**config.mk**
```make
export PLATFORM = sky130hd
export DESIGN_NAME = if_id_stage_reg_flat
export DESIGN_NICKNAME = d
export VERILOG_FILES = /design/src/rtl/wisc_pkg.sv /design/src/rtl/if_id_stage_reg_if.sv /design/src/rtl/imm_field_extract.sv /design/src/rtl/if_id_stage_reg.sv /design/src/flat_wrapper.sv
export SDC_FILE = /design/constraint.sdc
export NUM_CORES = 1
export LEC_CHECK = 0
export BUFFER_PORTS_ARGS = -buffer_cell sky130_fd_sc_hd__buf_2
export CAP_MARGIN = 25
export CORE_MARGIN = 3
export CORE_UTILIZATION = 46
export DETAILED_ROUTE_END_ITERATION = 10
export GPL_TIMING_DRIVEN = 0
export PLACE_DENSITY = 0.78
export SETUP_SLACK_MARGIN = 0.3
export SYNTH_ARGS = -nofsm -noshare
export SYNTH_HDL_FRONTEND = slang
export SYNTH_SLANG_ARGS = --single-unit
```
**constraint.sdc**
```tcl
create_clock -name clk -period 1.4 [get_ports clk]
set_input_delay 0.14 -clock clk [delete_from_list [all_inputs] [get_ports clk]]
set_output_delay 0.14 -clock clk [all_outputs]
set_load 0.005 [all_outputs]
```
**src/rtl/wisc_pkg.sv**
```systemverilog
// Shared definitions for the WISC 16-bit CPU front end.
// Contents: datapath widths, opcode encodings, immediate-kind encodings,
// the pipeline bubble instruction and the IF/ID halt FSM state encodings.
package wisc_pkg;

  localparam int unsigned WISC_INSTR_W = 16;
  localparam int unsigned WISC_PC_W    = 16;

  localparam logic [3:0] OP_ADD  = 4'b0000;
  localparam logic [3:0] OP_SUB  = 4'b0001;
  localparam logic [3:0] OP_XOR  = 4'b0010;
  localparam logic [3:0] OP_RED  = 4'b0011;
  localparam logic [3:0] OP_SLL  = 4'b0100;
  localparam logic [3:0] OP_SRA  = 4'b0101;
  localparam logic [3:0] OP_ROR  = 4'b0110;
  localparam logic [3:0] OP_PADD = 4'b0111;
  localparam logic [3:0] OP_LW   = 4'b1000;
  localparam logic [3:0] OP_SW   = 4'b1001;
  localparam logic [3:0] OP_LLB  = 4'b1010;
  localparam logic [3:0] OP_LHB  = 4'b1011;
  localparam logic [3:0] OP_B    = 4'b1100;
  localparam logic [3:0] OP_BR   = 4'b1101;
  localparam logic [3:0] OP_PCS  = 4'b1110;
  localparam logic [3:0] OP_HLT  = 4'b1111;

  // Kind tells the ID-stage extender which bit is the sign bit (3/7/8).
  typedef enum logic [1:0] {
    IMM_NONE = 2'd0,
    IMM4     = 2'd1,
    IMM8     = 2'd2,
    IMM9     = 2'd3
  } imm_kind_e;

  // ADD $0,$0,$0: writes the zero register, so it is architecturally inert.
  localparam logic [WISC_INSTR_W-1:0] BUBBLE_INSTR = 16'h0000;

  typedef enum logic {
    StRun    = 1'b0,
    StHalted = 1'b1
  } halt_state_e;

endpackage

```
**src/rtl/if_id_stage_reg_if.sv**
```systemverilog
// IF/ID boundary bundle.
// master: fetch unit + hazard unit side (drives if_*, stall, flush; observes id_*).
// slave : the IF/ID stage register (consumes if_*, stall, flush; drives id_*).
interface if_id_stage_reg_if;
  import wisc_pkg::*;

  logic                    if_valid;
  logic [WISC_INSTR_W-1:0] if_instr;
  logic [WISC_PC_W-1:0]    if_pc_next;
  logic                    stall;
  logic                    flush;

  logic                    id_valid;
  logic [WISC_INSTR_W-1:0] id_instr;
  logic [WISC_PC_W-1:0]    id_pc_next;
  logic [3:0]              id_opcode;
  logic [3:0]              id_rd;
  logic [3:0]              id_rs;
  logic [3:0]              id_rt;
  logic [2:0]              id_cond;
  logic [15:0]             id_imm_field;
  logic [1:0]              id_imm_kind;
  logic                    id_halt;

  modport master (
    output if_valid, if_instr, if_pc_next, stall, flush,
    input  id_valid, id_instr, id_pc_next, id_opcode, id_rd, id_rs, id_rt, id_cond,
           id_imm_field, id_imm_kind, id_halt
  );

  modport slave (
    input  if_valid, if_instr, if_pc_next, stall, flush,
    output id_valid, id_instr, id_pc_next, id_opcode, id_rd, id_rs, id_rt, id_cond,
           id_imm_field, id_imm_kind, id_halt
  );

endinterface

```
**src/rtl/imm_field_extract.sv**
```systemverilog
// Combinational immediate extractor.
// Ports: instr     (in, 16)  instruction word
//        imm_field (out, 16) immediate bits right-justified, upper bits zero
//        imm_kind  (out, 2)  IMM_NONE / IMM4 / IMM8 / IMM9
// No extension or scaling is done here; the ID stage does that from imm_kind.
module imm_field_extract
  import wisc_pkg::*;
(
  input  logic [15:0] instr,
  output logic [15:0] imm_field,
  output imm_kind_e   imm_kind
);

  always_comb begin
    imm_field = 16'h0000;
    imm_kind  = IMM_NONE;
    unique case (instr[15:12])
      OP_SLL, OP_SRA, OP_ROR, OP_LW, OP_SW: begin
        imm_field = {12'h000, instr[3:0]};
        imm_kind  = IMM4;
      end
      OP_LLB, OP_LHB: begin
        imm_field = {8'h00, instr[7:0]};
        imm_kind  = IMM8;
      end
      OP_B: begin
        imm_field = {7'h00, instr[8:0]};
        imm_kind  = IMM9;
      end
      default: begin
        imm_field = 16'h0000;
        imm_kind  = IMM_NONE;
      end
    endcase
  end

endmodule

```
**src/rtl/if_id_stage_reg.sv**
```systemverilog
// IF/ID pipeline register for the WISC 16-bit CPU.
// Captures the fetched instruction, PC+2 and a pre-decoded field set
// (opcode, rd/rs/rt, branch condition, right-justified immediate and its kind).
// Ports: clk   (in)  rising-edge clock
//        rst_n (in)  synchronous active-low reset
//        bus   (if_id_stage_reg_if.slave) if_valid/if_instr/if_pc_next/stall/flush in,
//              id_* pipeline outputs out
// Edge priority: reset > flush > stall > load.
// Optional feature: define WISC_HALT_DETECT_EN to enable HLT capture (RUN/HALTED FSM);
// otherwise id_halt is tied low and HLT is handled like any other opcode.
module if_id_stage_reg
  import wisc_pkg::*;
#(
  parameter int unsigned          INSTR_W = WISC_INSTR_W,
  parameter int unsigned          PC_W    = WISC_PC_W,
  parameter logic [INSTR_W-1:0]   BUBBLE  = BUBBLE_INSTR
) (
  input logic               clk,
  input logic               rst_n,
  if_id_stage_reg_if.slave  bus
);

  logic [INSTR_W-1:0] src_instr;
  logic [3:0]         dec_rs;
  logic [3:0]         dec_rt;
  logic [15:0]        dec_imm_field;
  imm_kind_e          dec_imm_kind;
  logic               hold;

  logic               valid_q;
  logic [INSTR_W-1:0] instr_q;
  logic [PC_W-1:0]    pc_q;
  logic [3:0]         opcode_q;
  logic [3:0]         rd_q;
  logic [3:0]         rs_q;
  logic [3:0]         rt_q;
  logic [2:0]         cond_q;
  logic [15:0]        imm_field_q;
  logic [1:0]         imm_kind_q;

  // Whatever instruction this edge will capture: the bubble on flush or an
  // invalid fetch, otherwise the fetched word. Decode always follows it.
  always_comb begin
    src_instr = bus.if_instr;
    if (bus.flush || !bus.if_valid) begin
      src_instr = BUBBLE;
    end
  end

  always_comb begin
    dec_rs = src_instr[7:4];
    dec_rt = src_instr[3:0];
    if (src_instr[15:12] == OP_LLB || src_instr[15:12] == OP_LHB) begin
      dec_rs = src_instr[11:8];
    end
    // SW reads its data register through the rt port.
    if (src_instr[15:12] == OP_SW) begin
      dec_rt = src_instr[11:8];
    end
  end

  imm_field_extract u_imm_field_extract (
    .instr     (src_instr),
    .imm_field (dec_imm_field),
    .imm_kind  (dec_imm_kind)
  );

`ifdef WISC_HALT_DETECT_EN
  halt_state_e state_q;
  logic        halt_q;

  // Once halted, HLT must stay in ID until a flush squashes it.
  assign hold = bus.stall || (state_q == StHalted);

  always_ff @(posedge clk) begin
    if (!rst_n) begin
      state_q <= StRun;
      halt_q  <= 1'b0;
    end else if (bus.flush) begin
      state_q <= StRun;
      halt_q  <= 1'b0;
    end else begin
      unique case (state_q)
        StRun: begin
          if (!bus.stall && bus.if_valid && bus.if_instr[15:12] == OP_HLT) begin
            state_q <= StHalted;
            halt_q  <= 1'b1;
          end
        end
        StHalted: begin
          state_q <= StHalted;
          halt_q  <= 1'b1;
        end
        default: begin
          state_q <= StRun;
          halt_q  <= 1'b0;
        end
      endcase
    end
  end

  assign bus.id_halt = halt_q;
`else
  assign hold        = bus.stall;
  assign bus.id_halt = 1'b0;
`endif

  always_ff @(posedge clk) begin
    if (!rst_n) begin
      valid_q     <= 1'b0;
      instr_q     <= BUBBLE;
      pc_q        <= '0;
      opcode_q    <= 4'h0;
      rd_q        <= 4'h0;
      rs_q        <= 4'h0;
      rt_q        <= 4'h0;
      cond_q      <= 3'h0;
      imm_field_q <= 16'h0000;
      imm_kind_q  <= IMM_NONE;
    end else if (bus.flush || !hold) begin
      // Flush and load share the path; src_instr already selects the bubble.
      valid_q     <= bus.flush ? 1'b0 : bus.if_valid;
      instr_q     <= src_instr;
      pc_q        <= bus.flush ? '0 : bus.if_pc_next;
      opcode_q    <= src_instr[15:12];
      rd_q        <= src_instr[11:8];
      rs_q        <= dec_rs;
      rt_q        <= dec_rt;
      cond_q      <= src_instr[11:9];
      imm_field_q <= dec_imm_field;
      imm_kind_q  <= dec_imm_kind;
    end
  end

  assign bus.id_valid     = valid_q;
  assign bus.id_instr     = instr_q;
  assign bus.id_pc_next   = pc_q;
  assign bus.id_opcode    = opcode_q;
  assign bus.id_rd        = rd_q;
  assign bus.id_rs        = rs_q;
  assign bus.id_rt        = rt_q;
  assign bus.id_cond      = cond_q;
  assign bus.id_imm_field = imm_field_q;
  assign bus.id_imm_kind  = imm_kind_q;

endmodule

```
**src/flat_wrapper.sv**
```systemverilog
// flat-port wrapper written by rule: the top's interface ports become plain ports
module if_id_stage_reg_flat import wisc_pkg::*;
#(
  parameter int unsigned          INSTR_W = WISC_INSTR_W,
  parameter int unsigned          PC_W    = WISC_PC_W,
  parameter logic [INSTR_W-1:0]   BUBBLE  = BUBBLE_INSTR
)
  (clk, rst_n, bus_if_valid, bus_if_instr, bus_if_pc_next, bus_stall, bus_flush, bus_id_valid, bus_id_instr, bus_id_pc_next, bus_id_opcode, bus_id_rd, bus_id_rs, bus_id_rt, bus_id_cond, bus_id_imm_field, bus_id_imm_kind, bus_id_halt);
  if_id_stage_reg_if bus_i ();
  input logic clk;
  input logic rst_n;
  input wire logic [$bits(bus_i.if_valid)-1:0] bus_if_valid;
  input wire logic [$bits(bus_i.if_instr)-1:0] bus_if_instr;
  input wire logic [$bits(bus_i.if_pc_next)-1:0] bus_if_pc_next;
  input wire logic [$bits(bus_i.stall)-1:0] bus_stall;
  input wire logic [$bits(bus_i.flush)-1:0] bus_flush;
  output wire logic [$bits(bus_i.id_valid)-1:0] bus_id_valid;
  output wire logic [$bits(bus_i.id_instr)-1:0] bus_id_instr;
  output wire logic [$bits(bus_i.id_pc_next)-1:0] bus_id_pc_next;
  output wire logic [$bits(bus_i.id_opcode)-1:0] bus_id_opcode;
  output wire logic [$bits(bus_i.id_rd)-1:0] bus_id_rd;
  output wire logic [$bits(bus_i.id_rs)-1:0] bus_id_rs;
  output wire logic [$bits(bus_i.id_rt)-1:0] bus_id_rt;
  output wire logic [$bits(bus_i.id_cond)-1:0] bus_id_cond;
  output wire logic [$bits(bus_i.id_imm_field)-1:0] bus_id_imm_field;
  output wire logic [$bits(bus_i.id_imm_kind)-1:0] bus_id_imm_kind;
  output wire logic [$bits(bus_i.id_halt)-1:0] bus_id_halt;
  assign bus_i.if_valid = bus_if_valid;
  assign bus_i.if_instr = bus_if_instr;
  assign bus_i.if_pc_next = bus_if_pc_next;
  assign bus_i.stall = bus_stall;
  assign bus_i.flush = bus_flush;
  assign bus_id_valid = bus_i.id_valid;
  assign bus_id_instr = bus_i.id_instr;
  assign bus_id_pc_next = bus_i.id_pc_next;
  assign bus_id_opcode = bus_i.id_opcode;
  assign bus_id_rd = bus_i.id_rd;
  assign bus_id_rs = bus_i.id_rs;
  assign bus_id_rt = bus_i.id_rt;
  assign bus_id_cond = bus_i.id_cond;
  assign bus_id_imm_field = bus_i.id_imm_field;
  assign bus_id_imm_kind = bus_i.id_imm_kind;
  assign bus_id_halt = bus_i.id_halt;
  if_id_stage_reg #(.INSTR_W(INSTR_W), .PC_W(PC_W), .BUBBLE(BUBBLE)) u_core (.clk(clk), .rst_n(rst_n), .bus(bus_i));
endmodule
```
# Word-level counts from Yosys, hierarchy flattened

Cells that the tools add are included.

Input port bits: 37
Word-level logic and storage cells: 32
Output and inout bits: 71
Bits in registers: 70

Eq/ne operators: 8
Mux-type cells: 7
Reduce and logical (&&, ||, !) cells: 7

Operator list:

| kind                 | number |
|---|---|
| $mux W16             | 2 |
| $pmux W9 S3          | 1 |
| $eq A4 B4 Y1 const B | 5 |
| $eq A4 B3 Y1 const B | 3 |
| $mux W4              | 2 |
| $pmux W2 S3          | 1 |
| $reduce_or A5 Y1     | 1 |
| $logic_or A1 B1 Y1   | 3 |
| $logic_not A1 Y1     | 2 |
| $reduce_or A2 Y1     | 1 |
| $mux W1              | 1 |

# Longest topological paths before layout

Gate-level depths: netlist of the first run.

Depth in word-level cells: 6
Depth in mapped cells: 5

# Cells and area by module

Synthesis of the first run repeated with hierarchy kept, for this count alone.

Cells, all modules: 296
Area total of the unflattened synthesis: 2,678.8 um^2

Modules (own cells, without submodules):

| module            | area an instance (um^2) | times used | sequential area each (um^2) | cells an instance |
|---|---|---|---|---|
| if_id_stage_reg   | 2,459.9                 | 1          | 1,181.1                     | 265 |
| imm_field_extract | 219.0                   | 1          | 0.0                         | 31 |

# Least setup slack after synthesis of the first run

OpenSTA, ideal clock, no wires.

Path type: in2reg
From: input bus_if_instr[15]
To: register u_core.imm_field_q[0], in the netlist u_core.bus.id_imm_field[0]
Library setup time: 0.060 ns
Stages: 3
Slack: 0.329 ns
Arrival: 1.011 ns
Data required time: 1.340 ns
Cells stage by stage: maj3_2 > a2111oi_4 > a32o_2

Cells in the longest elaborated chain, start to end: 4
Elaborated cells between the ends (all ways): 12
Those cells by class: eq/ne (8); mux (2); reduce/logical (2)

RTL lines:

| element                                                     | line                    | RTL |
|---|---|---|
| start: declaration                                          | flat_wrapper.sv:13      | `input wire logic [$bits(bus_i.if_instr)-1:0] bus_if_instr;` |
| $mux W16 *                                                  | if_id_stage_reg.sv:45   | `if (bus.flush \|\| !bus.if_valid) begin` |
| $eq A4 B3 Y1 / $eq A4 B4 Y1 (equally long branches)         | imm_field_extract.sv:17 | `unique case (instr[15:12])` |
| $reduce_or A5 Y1 / $reduce_or A2 Y1 (equally long branches) | imm_field_extract.sv:17 |  |
| $pmux W9 S3 *                                               | imm_field_extract.sv:17 |  |
| end signal: assignment                                      | if_id_stage_reg.sv:130  | `imm_field_q <= dec_imm_field;` |
| end: declaration                                            | if_id_stage_reg.sv:38   | `logic [15:0] imm_field_q;` |

Every way passes the cells marked *; elsewhere a longest branch is shown, timed or not.
A chain may end at the register's enable or synchronous reset.

==> flow_summary.toml, run 1 <==
[setup_path]
critPathLaunchType = "flop"
crit_type = "flop to output port"
crit_fanout = 4
critPathLaunch = "u_core.bus.id_cond[1]"
regToRegStartpoint = "u_core.bus.id_rs[0]"
worstSetupEndpointType = "output port"
required_ps = 1260
cp.arrival_ps = 910

[yosys]
ys_types = 33
ys_seq_area_share_pct = 46.02
synth_area_leaders = "dfxtp_1 46%, mux2i_1 7.1%, buf_4 7.0%"
yosysTopAreaCellShare_pct = 46.02
synth-async-reset-ratio_pct = 0
yosysTopAreaCell = "dfxtp_1"
yosysMostFrequentCell = "dfxtp_1"
syn_area_sq_mm = 0.002262
syn_area_per_cell_sq_um = 9.626
synth_edf_count = 0
synth-main-ff-cell = "dfxtp_1"
synth-seq-cells = 52
ys_warn_count = 0
synthTopCellsByCount = "52 x dfxtp_1, 21 x buf_4, 21 x nor2b_1"
syn_inst = 235

[clock_network]
clk_latency_ps = 310
htreeDepth = 2
tritoncts = "yes"
cts.sinks = 52
clockBufferDepth = 2
cts_made_buffers = 5
cts.reportedPaths.clkPinSlew_ps = 100
ctsHoldBuffers = 0
cts-root-buf = "clkbuf_8"

[place]
dp_hpwl_um = 4199
port_buffers = 99
routabilityCongestion = 0.7954

[sta]
rsz0062_at_grt = "false"
setup_viol = 0
whs_ps = 51.19
min_period_ps = 1053
fmax_ghz = 0.9501
finalCritPeriodShare_pct = 75.18
hold_viol = 0
maxSlewViolCount = 0
clock_skew_ps = 0

[finish]
seqCellArea_sq_mm = 0.001044
fillers = 383
final_core_utilization_pct = 66.25
fin_nets = 387
multi_input_area_sq_mm = 0.001002
drive_gt1_share_pct = 42.17
syn2layout_area_growth_pct = 32.80
antennaDiodeCount = 0

[die]
ios = 108
die_w_um = 76.13
dieArea_sq_mm = 0.005795
die_h_um = 76.13
start_util_pct = 49.89
core_area_sq_mm = 0.004534
core.rowCount = 24

[job]
drv_cap = 0

[global_routing]
antenna_found_initial = 0
grt_max_degree = 17
grt_pass1_vias = 1919
grt_pass1_wl_um = 9094
grt_usage_pct = 18.90
grt_overflow = 0

[route]
drtIter0Drc = 154
drc = 0
wl_um = 5619
wl_per_cell_um = 13.51
dr.pass1.iters = 4
num_vias = 2047
viasPerCell = 4.921
ant_nets = 0

[hold_path]
hold_path.class = "primary input to flop"
min_from = "bus_if_pc_next[11]"

[pwr]
power_leakage_nw = 1.480
powerDensity_mw_per_mm2 = 1011
ir_drop_uv = 687.4

[run_status]
status = "complete, no violations"
[repair_timing]
action                                 4_1_cts  5_1_grt
endpoints found under the hold margin        0        0
setup endpoints to repair                    0       10
resized for setup                            0        2
buffers inserted                             0        2
[logic make-up (layout without fill, tap and decap cells)]
logic type	after synthesis	after routing	share of synthesized area [%]
other	1	8	0.1658
adders and majority gates	1	1	0.4978
DFF	52	52	46.02
and+or+nand+nor	71	71	17.87
AOI/OAI and AO/OA	57	57	17.53
muxes	16	16	7.079
buffers and inverters	37	146	10.84
[report_power, final]
| part | total [W] | leakage, nW | switching (W) | internal, W |
|---|---|---|---|---|
| sequential | 0.00154 | 0.424 | 0.0000225 | 0.00152 |
| clock | 0.00111 | 0.0614 | 0.000521 | 0.000585 |
| combinational | 0.000387 | 0.995 | 0.000200 | 0.000187 |
| total | 0.00304 | 1.48 | 0.000744 | 0.00229 |
[layout make-up]
| cell class | instances | area share, % |
|---|---|---|
| Multi-Input combinational cell | 153 | 33.36 |
| Sequential cell | 52 | 34.74 |
| Buffer | 36 | 8.038 |
| Clock inverter | 2 | 1.291 |
| Tap cell | 65 | 2.707 |
| Timing Repair Buffer | 101 | 16.99 |
| Inverter | 1 | 0.1249 |
| Clock buffer | 6 | 2.749 |
[per-stage QoR]
step | setup slack, ps | total power, W | cell area (sq um) | instances | setup TNS (ps)
detailed placement | -0.5440 | 0.001958 | 2865 | 406 | -0.5440
finish | 347.5 | 0.003036 | 3004 | 416 | 0
floorplan | 328.6 | 0.001796 | 2288 | 242 | 0
global placement | 22.30 | 0.001951 | 2865 | 406 | 0
global route | 300.3 | 0.003145 | 3004 | 416 | 0
CTS | 318.1 | 0.003035 | 2987 | 414 | 0
[path summary, 6_finish.rpt]
path                                      to  slack (ps)  cells after the start
setup / recovery            bus_id_instr[10]         350                      2
hold / removal     u_core.bus.id_pc_next[11]          50                      3
setup reg to reg         u_core.bus.id_rs[0]         720                      2
hold reg to reg   u_core.bus.id_imm_field[8]         460                      2
[flip-flops by register name (all words and copies together) (netlist names)]
name                     cells
u_core.bus.id_pc_next       16
u_core.bus.id_imm_field      9
u_core.bus.id_instr          9
u_core.bus.id_opcode         4
u_core.bus.id_rs             4
u_core.bus.id_rt             4
u_core.bus.id_cond           2
u_core.bus.id_imm_kind       2
u_core.bus.id_rd             1
u_core.bus.id_valid          1
[layer usage]
metal / GRT usage (%) / wire length, um / up-vias / part of all wire, %
met5: 0 / 0 / - / 0
met3: 7.920 / 609 / 4 / 11
li1: - / - / 1028 / -
met4: 4.167 / 31 / 0 / 0.55
met2: 30.50 / 2518 / 94 / 45
met1: 23.62 / 2459 / 921 / 44
[placed cells by master (no fill, tap or decap), types with 2 or more instances in the layout]
cell and count:
buf_2 103, dfxtp_1 50, buf_4 23, nor2b_1 21, nor2_1 17, mux2i_1 16
a22oi_1 15, a21oi_1 13, nand3_1 12, o21ai_0 9, clkbuf_1 8, nand2_1 8
conb_1 8, a31oi_1 6, clkbuf_8 6, o21ai_1 4, a32o_2 4, buf_6 3
a21boi_1 3, nand2b_1 2, nand3b_1 2, and3b_1 2, dfxtp_2 2
[critical path, stage by stage, from the launching register on]
cell,delay (ps)
dfxtp_1,390
buf_4,120
buf_2,100
(Power assumes the default switching activity.)
==> inputs of run 2 (changes only) <==
==> constraint.sdc (replaced) <==
create_clock -name clk -period 1.02 [get_ports clk]
set_input_delay 0.102 -clock clk [delete_from_list [all_inputs] [get_ports clk]]
set_output_delay 0.102 -clock clk [all_outputs]
set_load 0.005 [all_outputs]
==> run 2 against run 1 <==
Compared with the run above:
- core utilization grew 18 points
- combinational power rose by 100%
- wire length is 26% higher
- non-clock buffer count up 23
- total power increased by 38%
- setup slack got worse by 330 ps
- clock power grew 15%
- highest routed layer unchanged
==> flow_summary.toml, run 2 (synthesis results as in run 1) <==
[pwr]
power_frac_seq_pct = 50.9
p_int_w = 0.003071
swShare_pct = 26.70
power_w = 0.004190
powerDensity_mw_per_mm2 = 1099
ir_drop_uv = 832.9
power_leakage_nw = 1.748
pwr-share-comb_pct = 18.6
p_clk_share_pct = 30.5
p_sw_w = 0.001119

[setup_path]
cp_common_cell = "buf_6"
required_ps = 920
crit_type = "flop to output port"
crit_cells = 2
cp-endpoint = "bus_id_rd[3]"
cp_num_buf_inv = 2
rr_endpoint = "u_core.bus.id_opcode[2]"
regToRegStartpoint = "u_core.bus.id_opcode[2]"
critPathLaunch = "u_core.bus.id_instr[11]"
r2r_cells = 4
path_cells = "buf_6 -> buf_6"
cpPeakStageDelay_ps = 360
critPathLaunchType = "flop"
rrSetupSlack_ps = 200
cp.arrival_ps = 900
worstSetupEndpointType = "output port"
critPathTopFamily = "flip-flops"
crit_fanout = 4
crit_slowest_cell = "dfxtp_2"

[clock_network]
cts-root-buf = "clkbuf_8"
cts.sinks = 52
tritoncts = "yes"
cts.reportedPaths.clkPinSlew_ps = 100
clk_latency_ps = 310
cts_made_buffers = 5
clockBufferDepth = 2
htreeDepth = 2

[place]
routabilityCongestion = 0.7839
dp_hpwl_um = 4365
port_buffers = 99

[sta]
min_period_ps = 1002
maxSlewViolCount = 0
hold_viol = 0
fmax_ghz = 0.9980
rsz0062_at_grt = "true"
whs_ps = 5.902
finalCritPeriodShare_pct = 98.24
setup_viol = 0
clock_skew_ps = 0

[route]
viasPerCell = 5.212
ant_nets = 0
wl_per_cell_um = 16.18
dr.pass1.iters = 4
drtIter0Drc = 153
wl_um = 7102
drc = 0
num_vias = 2288

[global_routing]
use_met1_pct = 26.00
grtUsageMet2_pct = 38.65
grt-busiest-layer = "met2"
grt_usage_pct = 22.33
grt_overflow = 0
antenna_found_initial = 0
grt_pass1_vias = 2222
grt_max_degree = 17
grt_pass1_wl_um = 10560
use_met3_pct = 7.447

[die]
ios = 108
core.rowCount = 24
die_h_um = 76.13
core_area_sq_mm = 0.004534
start_util_pct = 49.89
die_w_um = 76.13
dieArea_sq_mm = 0.005795

[finish]
antennaDiodeCount = 0
fillers = 254
syn2layout_area_growth_pct = 68.58
multi_input_area_sq_mm = 0.001185
seqCellArea_sq_mm = 0.001109
fin_nets = 410
final_core_utilization_pct = 84.11
layout_common_cells = "68 x buf_2, 59 x buf_6, 51 x dfxtp_2"
largest_reg_flops = 16
drive_gt1_share_pct = 69.25
final_common_cell = "buf_2"

[hold_path]
min_from = "bus_if_pc_next[12]"
hold_path.class = "primary input to flop"

[run_status]
status = "complete, no violations"

[job]
drv_cap = 0
==> run 2: routing by layer <==
| metal | part of all wire (%) | up-vias |
|---|---|---|
| li1 | - | 1080 |
| met1 | 40 | 1073 |
| met2 | 50 | 119 |
| met3 | 8.6 | 16 |
| met4 | 2.2 | 0 |
| met5 | 0 | - |
==> run 2: layout make-up <==
| class | instances | share of cell area (%) |
|---|---|---|
| Buffer | 36 | 9.810 |
| Clock buffer | 6 | 2.165 |
| Clock inverter | 2 | 0.3609 |
| Inverter | 1 | 0.09843 |
| Multi-Input combinational cell | 153 | 31.07 |
| Sequential cell | 52 | 29.07 |
| Tap cell | 65 | 2.133 |
| Timing Repair Buffer | 124 | 25.30 |
==> run 2: through the flow <==
stage	TNS, ps	std cells	setup WS (ps)	cell area, sq um
6_report	0	439	17.98	3814
4_1_cts	0	430	22.71	3508
5_1_grt	-25.96	439	-11.32	3814
2_1_floorplan	0	242	40.63	2474
3_3_place_gp	-5619	406	-300.9	3050
3_5_place_dp	-6264	406	-336.5	3050
==> run 2: repair_timing <==
item	4_1_cts	5_1_grt
pin swaps	10	26
hold buffers	0	0
gates cloned	1	1
setup buffers	15	8
setup endpoints to repair	90	101
resized for setup	90	62
==> run 2: how the worst min path moves through the flow <==
stage	end	cells after the start
floorplan	u_core.bus.id_imm_field[0]	1
global placement	u_core.bus.id_pc_next[15]	3
detailed placement	u_core.bus.id_pc_next[12]	3
CTS	u_core.bus.id_pc_next[12]	3
global route	u_core.bus.id_pc_next[12]	3
finish	u_core.bus.id_pc_next[12]	3
==> run 2: worst register-to-register path, cell delays in order, from the launching register on <==
cell	delay, ps
dfxtp_2	350
buf_6	110
buf_6	100
a22oi_2	100
nor2b_1	60
==> run 2: power groups by stage <==
stage	sequential [W]	clock (W)	combinational, W
finish	0.00213	0.00128	0.000778
global route	0.00214	0.00138	0.000834
CTS	0.00213	0.00128	0.000664
detailed placement	0.00217	0	0.000595
global placement	0.00216	0	0.000586
floorplan	0.00217	0	0.000359
